[config.mk]
export PLATFORM = sky130hd
export DESIGN_NAME = instruction_fetch_unit
export DESIGN_NICKNAME = d
export VERILOG_FILES = /design/src/rtl/instruction_fetch_unit.sv
export SDC_FILE = /design/constraint.sdc
export NUM_CORES = 1
export LEC_CHECK = 0
export BUFFER_PORTS_ARGS = -buffer_cell sky130_fd_sc_hd__buf_2
export CAP_MARGIN = 20
export CORE_UTILIZATION = 53
export CTS_CLUSTER_SIZE = 25
export DETAILED_ROUTE_END_ITERATION = 10
export GPL_TIMING_DRIVEN = 0
export MAX_ROUTING_LAYER = met4
export PLACE_DENSITY_LB_ADDON = 0.2
export SETUP_SLACK_MARGIN = 0.02
export SYNTH_ARGS = -nofsm -noshare
export SYNTH_HDL_FRONTEND = slang
export SYNTH_SLANG_ARGS = --single-unit
[constraint.sdc]
create_clock -name clk -period 2.8 [get_ports clk]
set_clock_uncertainty 0.15 [all_clocks]
set_input_delay 0.28 -clock clk [delete_from_list [all_inputs] [get_ports clk]]
set_output_delay 0.28 -clock clk [all_outputs]
set_load 0.02 [all_outputs]
[src/rtl/instruction_fetch_unit.sv]
// Fetch stage: owns the fetch PC, captures {pc, instr, fault} into a prefetch FIFO for decode.
// Optional performance counters are built when IFU_PERF_CNT_EN is defined.
module instruction_fetch_unit #(
  parameter logic [63:0] RESET_PC   = 64'h0,
  parameter int unsigned DEPTH      = 2,
  parameter int unsigned IMEM_WORDS = 128
) (
  input  logic        clk,
  input  logic        rst_n,
  output logic [63:0] imem_addr,
  input  logic [31:0] imem_rdata,
  input  logic        redirect_valid,
  input  logic [63:0] redirect_pc,
  output logic        if_valid,
  input  logic        if_ready,
  output logic [31:0] if_instr,
  output logic [63:0] if_pc,
  output logic        if_fault,
  output logic [31:0] perf_fetched,
  output logic [31:0] perf_stalls,
  output logic [31:0] perf_redirects
);

  localparam int unsigned AW = $clog2(DEPTH);
  localparam int unsigned CW = AW + 1;
  localparam logic [31:0] NOP = 32'h0000_0013;

  logic [63:0]    r_fetch_pc;
  logic [AW-1:0]  r_rd_ptr, r_wr_ptr;
  logic [CW-1:0]  r_count;
  logic [63:0]    r_pc_mem    [DEPTH];
  logic [31:0]    r_instr_mem [DEPTH];
  logic [DEPTH-1:0] r_fault_mem;

  logic w_full, w_pop, w_push, w_fault;
  logic w_unused_rpc_lsb;

  assign w_unused_rpc_lsb = &{1'b0, redirect_pc[1:0]};

  assign imem_addr = r_fetch_pc;
  assign if_valid  = (r_count != '0);
  assign w_full    = (r_count == CW'(DEPTH));
  assign w_pop     = if_valid && if_ready;
  assign w_push    = !redirect_valid && (!w_full || w_pop);
  assign w_fault   = (r_fetch_pc[63:2] >= 62'(IMEM_WORDS));

  assign if_instr = r_instr_mem[r_rd_ptr];
  assign if_pc    = r_pc_mem[r_rd_ptr];
  assign if_fault = r_fault_mem[r_rd_ptr];

  // Storage is cleared on reset so the head outputs read zero while held in reset.
  always_ff @(posedge clk or negedge rst_n) begin
    if (!rst_n) begin
      r_fetch_pc  <= RESET_PC;
      r_rd_ptr    <= '0;
      r_wr_ptr    <= '0;
      r_count     <= '0;
      r_fault_mem <= '0;
      for (int unsigned i = 0; i < DEPTH; i++) begin
        r_pc_mem[i]    <= '0;
        r_instr_mem[i] <= '0;
      end
    end else if (redirect_valid) begin
      r_fetch_pc <= {redirect_pc[63:2], 2'b00};
      r_rd_ptr   <= '0;
      r_wr_ptr   <= '0;
      r_count    <= '0;
    end else begin
      if (w_push) begin
        r_pc_mem[r_wr_ptr]    <= r_fetch_pc;
        r_instr_mem[r_wr_ptr] <= w_fault ? NOP : imem_rdata;
        r_fault_mem[r_wr_ptr] <= w_fault;
        r_wr_ptr              <= r_wr_ptr + AW'(1);
        r_fetch_pc            <= r_fetch_pc + 64'd4;
      end
      if (w_pop) begin
        r_rd_ptr <= r_rd_ptr + AW'(1);
      end
      case ({w_push, w_pop})
        2'b10:   r_count <= r_count + CW'(1);
        2'b01:   r_count <= r_count - CW'(1);
        default: r_count <= r_count;
      endcase
    end
  end

`ifdef IFU_PERF_CNT_EN
  logic [31:0] r_perf_fetched, r_perf_stalls, r_perf_redirects;

  always_ff @(posedge clk or negedge rst_n) begin
    if (!rst_n) begin
      r_perf_fetched   <= '0;
      r_perf_stalls    <= '0;
      r_perf_redirects <= '0;
    end else begin
      if (w_push) r_perf_fetched <= r_perf_fetched + 32'd1;
      if (w_full && !w_pop && !redirect_valid) r_perf_stalls <= r_perf_stalls + 32'd1;
      if (redirect_valid) r_perf_redirects <= r_perf_redirects + 32'd1;
    end
  end

  assign perf_fetched   = r_perf_fetched;
  assign perf_stalls    = r_perf_stalls;
  assign perf_redirects = r_perf_redirects;
`else
  assign perf_fetched   = '0;
  assign perf_stalls    = '0;
  assign perf_redirects = '0;
`endif

endmodule

==> impl_metrics.tcl <==
set metrics [dict create \
    finalHoldViolCount 0 \
    core_um2 23680 \
    yosys.cell_types.count 48 \
    fill_cells 1832 \
    finalCriticalPeriod_ns 2.766 \
    routed_wl_um 41250 \
    drtIter0Drc 1036 \
    numPortBuffers 255 \
    finalSetupTns_ns 0 \
    globalRouteOverflowTotal 0 \
    area_growth_pct 32.16 \
    tightest_slew_ns 0.8475 \
    grt_usage 0.3348 \
    cp-start-kind "flop" \
    worstPathCellList "ha_1 -> nand3_1 -> or4_1 -> nor4_2 -> a31o_2 -> a31oi_1" \
    antenna_found_initial 1 \
    cp_slowest_cell "nor4_2" \
    cts.sinks 256 \
    max_stage_delay_ns 0.64 \
    synth.area.top_cells "dfrtp_1 50%, nand2_1 14%, mux2_2 8.4%" \
    setup_viol 0 \
    gp_congestion 0.9403 \
    clkLatencyLatePin_ns 0.54 \
    initial_core_util 0.5459 \
    run_status "finished clean" \
    ir_drop_mv 0.4442 \
    netlist_area_um2 12930 \
    io-pin-count 358 \
    drcViolationCount 0 \
    synth_top_area_frac 0.4955 \
    cts_tree "yes" \
    crit_fanout 5 \
    cap_violations 0 \
    synth_warnings 0 \
    die_area_um2 25020 \
    rsz0062_at_grt "true" \
    relSlewSlack 0.4350 \
    vias 12320 \
    hold_path.class "primary input to flop" \
    layout-drive-gt1-share 0.2956 \
    setup_ws_ns 0.03392 \
    cp.required_ns 3.04 \
    avgSynthCellArea_um2 8.916 \
    synth_edf_count 0 \
    clock-root-buffer "clkbuf_16" \
    die_h_um 158.2 \
    async_flop_share 1.000 \
    fin_crit_sh 0.9879 \
    grt_max_degree 100 \
    grt_pass1_wl_um 62760 \
    clock_tree.buffer_depth 3 \
    yosysMostFrequentCell "nand2_1" \
    die_w_um 158.2 \
    antenna_left 0 \
    slew_viol_final 0 \
    pre_cts_ws_ns -0.4063 \
    drt_first_pass_iters 5 \
    grt_pass1_vias 11700 \
    synthTopCellsByCount "474 x nand2_1, 256 x dfrtp_1, 139 x o21ai_0" \
    wire_per_inst_um 18.21 \
    synth_cells 1450 \
    leakagePower_nw 8.444 \
    yosysSeqAreaShare 0.4955 \
    clk_pin_slew_ns 0.07 \
    p_total_mw 11.00 \
    critPathBufInv 0 \
    clock.fmax_mhz 361.5 \
    cp.arrival_ns 3.00 \
    cts_max_level 1 \
    ys_ff_latch 256 \
    crit_type "flop to flop" \
    layout.nets 2031 \
    std_cell_rows 56 \
    hold_slack_ns 0.09777 \
    power_density_nw_per_um2 643.9 \
    critPathCaptureType "flop" \
    cts_made_buffers 27 \
    synthFlopType "dfrtp_1" \
    cpLargestDelayFamily "simple AND/OR/NAND/NOR gates" \
    dp_hpwl_um 27770 \
    synth_top_area_cell "dfrtp_1" \
    viasPerCell 5.440 \
]
==> cells in the final DEF (no fill, tap or decap), types with 27 or more instances in the layout <==
cell type	instances
buf_2	257
buf_4	109
clkbuf_1	47
clkbuf_16	27
conb_1	100
dfrtp_1	241
dlygate4sd3_1	96
mux2_2	96
nand2_1	474
nor2_1	35
nor4_1	30
o21ai_0	139
==> area by class of cell <==
cell class,count,area [µm²],share of cell area
sequential,256,6425,0.3760
multi-input combinational,1084,5816,0.3404
timing repair buffer,362,2367,0.1385
buffer,182,1145,0.06700
clock buffer,33,728.2,0.04262
tap,319,399.1,0.02336
clock inverter,12,143.9,0.008421
inverter,16,60.06,0.003515
antenna,1,2.502,0.0001465
==> state kept, by name, summed over array words and instances (netlist names) <==
| register | cells |
|---|---|
| r_pc_mem | 124 |
| r_count | 2 |
| r_instr_mem | 64 |
| r_rd_ptr | 1 |
| r_fault_mem | 2 |
| imem_addr | 62 |
| r_wr_ptr | 1 |
==> path summary, 6_finish.rpt <==
path                            depth (start not counted)                     endpoint                       from  slack, ns
worst max-delay path                                    6    imem_addr[38]$_DFFE_PN0N_   imem_addr[2]$_DFFE_PN0N_       0.03
worst min-delay path                                    3    imem_addr[44]$_DFFE_PN0N_             redirect_valid        0.1
worst max register to register                          6    imem_addr[38]$_DFFE_PN0N_   imem_addr[2]$_DFFE_PN0N_       0.03
worst min register to register                          2    r_pc_mem[113]$_DFFE_PN0P_  r_pc_mem[113]$_DFFE_PN0P_       0.32
max in group asynchronous                               3    r_pc_mem[123]$_DFFE_PN0P_                      rst_n       1.40
min in group asynchronous                               2  r_instr_mem[18]$_DFFE_PN0P_                      rst_n       0.19
==> logic make-up (layout without fill, tap and decap cells) <==
family,Yosys count,count (layout),share of synthesized area
and+or+nand+nor,666,666,0.2249
DFF,256,256,0.4955
buffers and inverters,209,605,0.09068
AOI/OAI and AO/OA,183,183,0.07791
muxes,97,97,0.08439
xor gates and xnor gates,36,36,0.02439
adders and majority gates,2,2,0.001935
other,1,101,0.0002901
==> routing by layer <==
layer  vias up  wire length [µm]  GRT usage
met1      5905             16850     0.4457
met5         -                 0          -
li1       5640                 -          -
met4         0              1584     0.1351
met2       662             19560     0.5169
met3       115              3247    0.04736
==> per-stage QoR <==
stage | utilization | instances | instance area, µm²
floorplan | - | 1549 | 13300
global placement | 0.6323 | 2123 | 14980
detailed placement | 0.6359 | 2127 | 15060
CTS | 0.7174 | 2266 | 16990
global route | 0.7215 | 2265 | 17090
finish | 0.7215 | 2265 | 17090
==> power by group <==
group          switching, mW  internal [mW]  total [mW]  leakage (nW)
clock                   1.48           2.11        3.59         0.429
combinational           1.68           1.06        2.74          4.81
sequential             0.439           4.23        4.67          3.20
==> what timing repair did <==
action,CTS,global route
hold buffers,96,0
resized for setup,42,45
setup buffers,3,4
pin swaps,2,2
hold endpoints to repair,208,0
endpoints found under the setup margin,256,215
==> worst min-delay path: cells and delay by family <==
kind	cells	cell delay, ns
buf+inv	2	0.28
mux	1	0.19
Power figures use the tool's default switching activity.
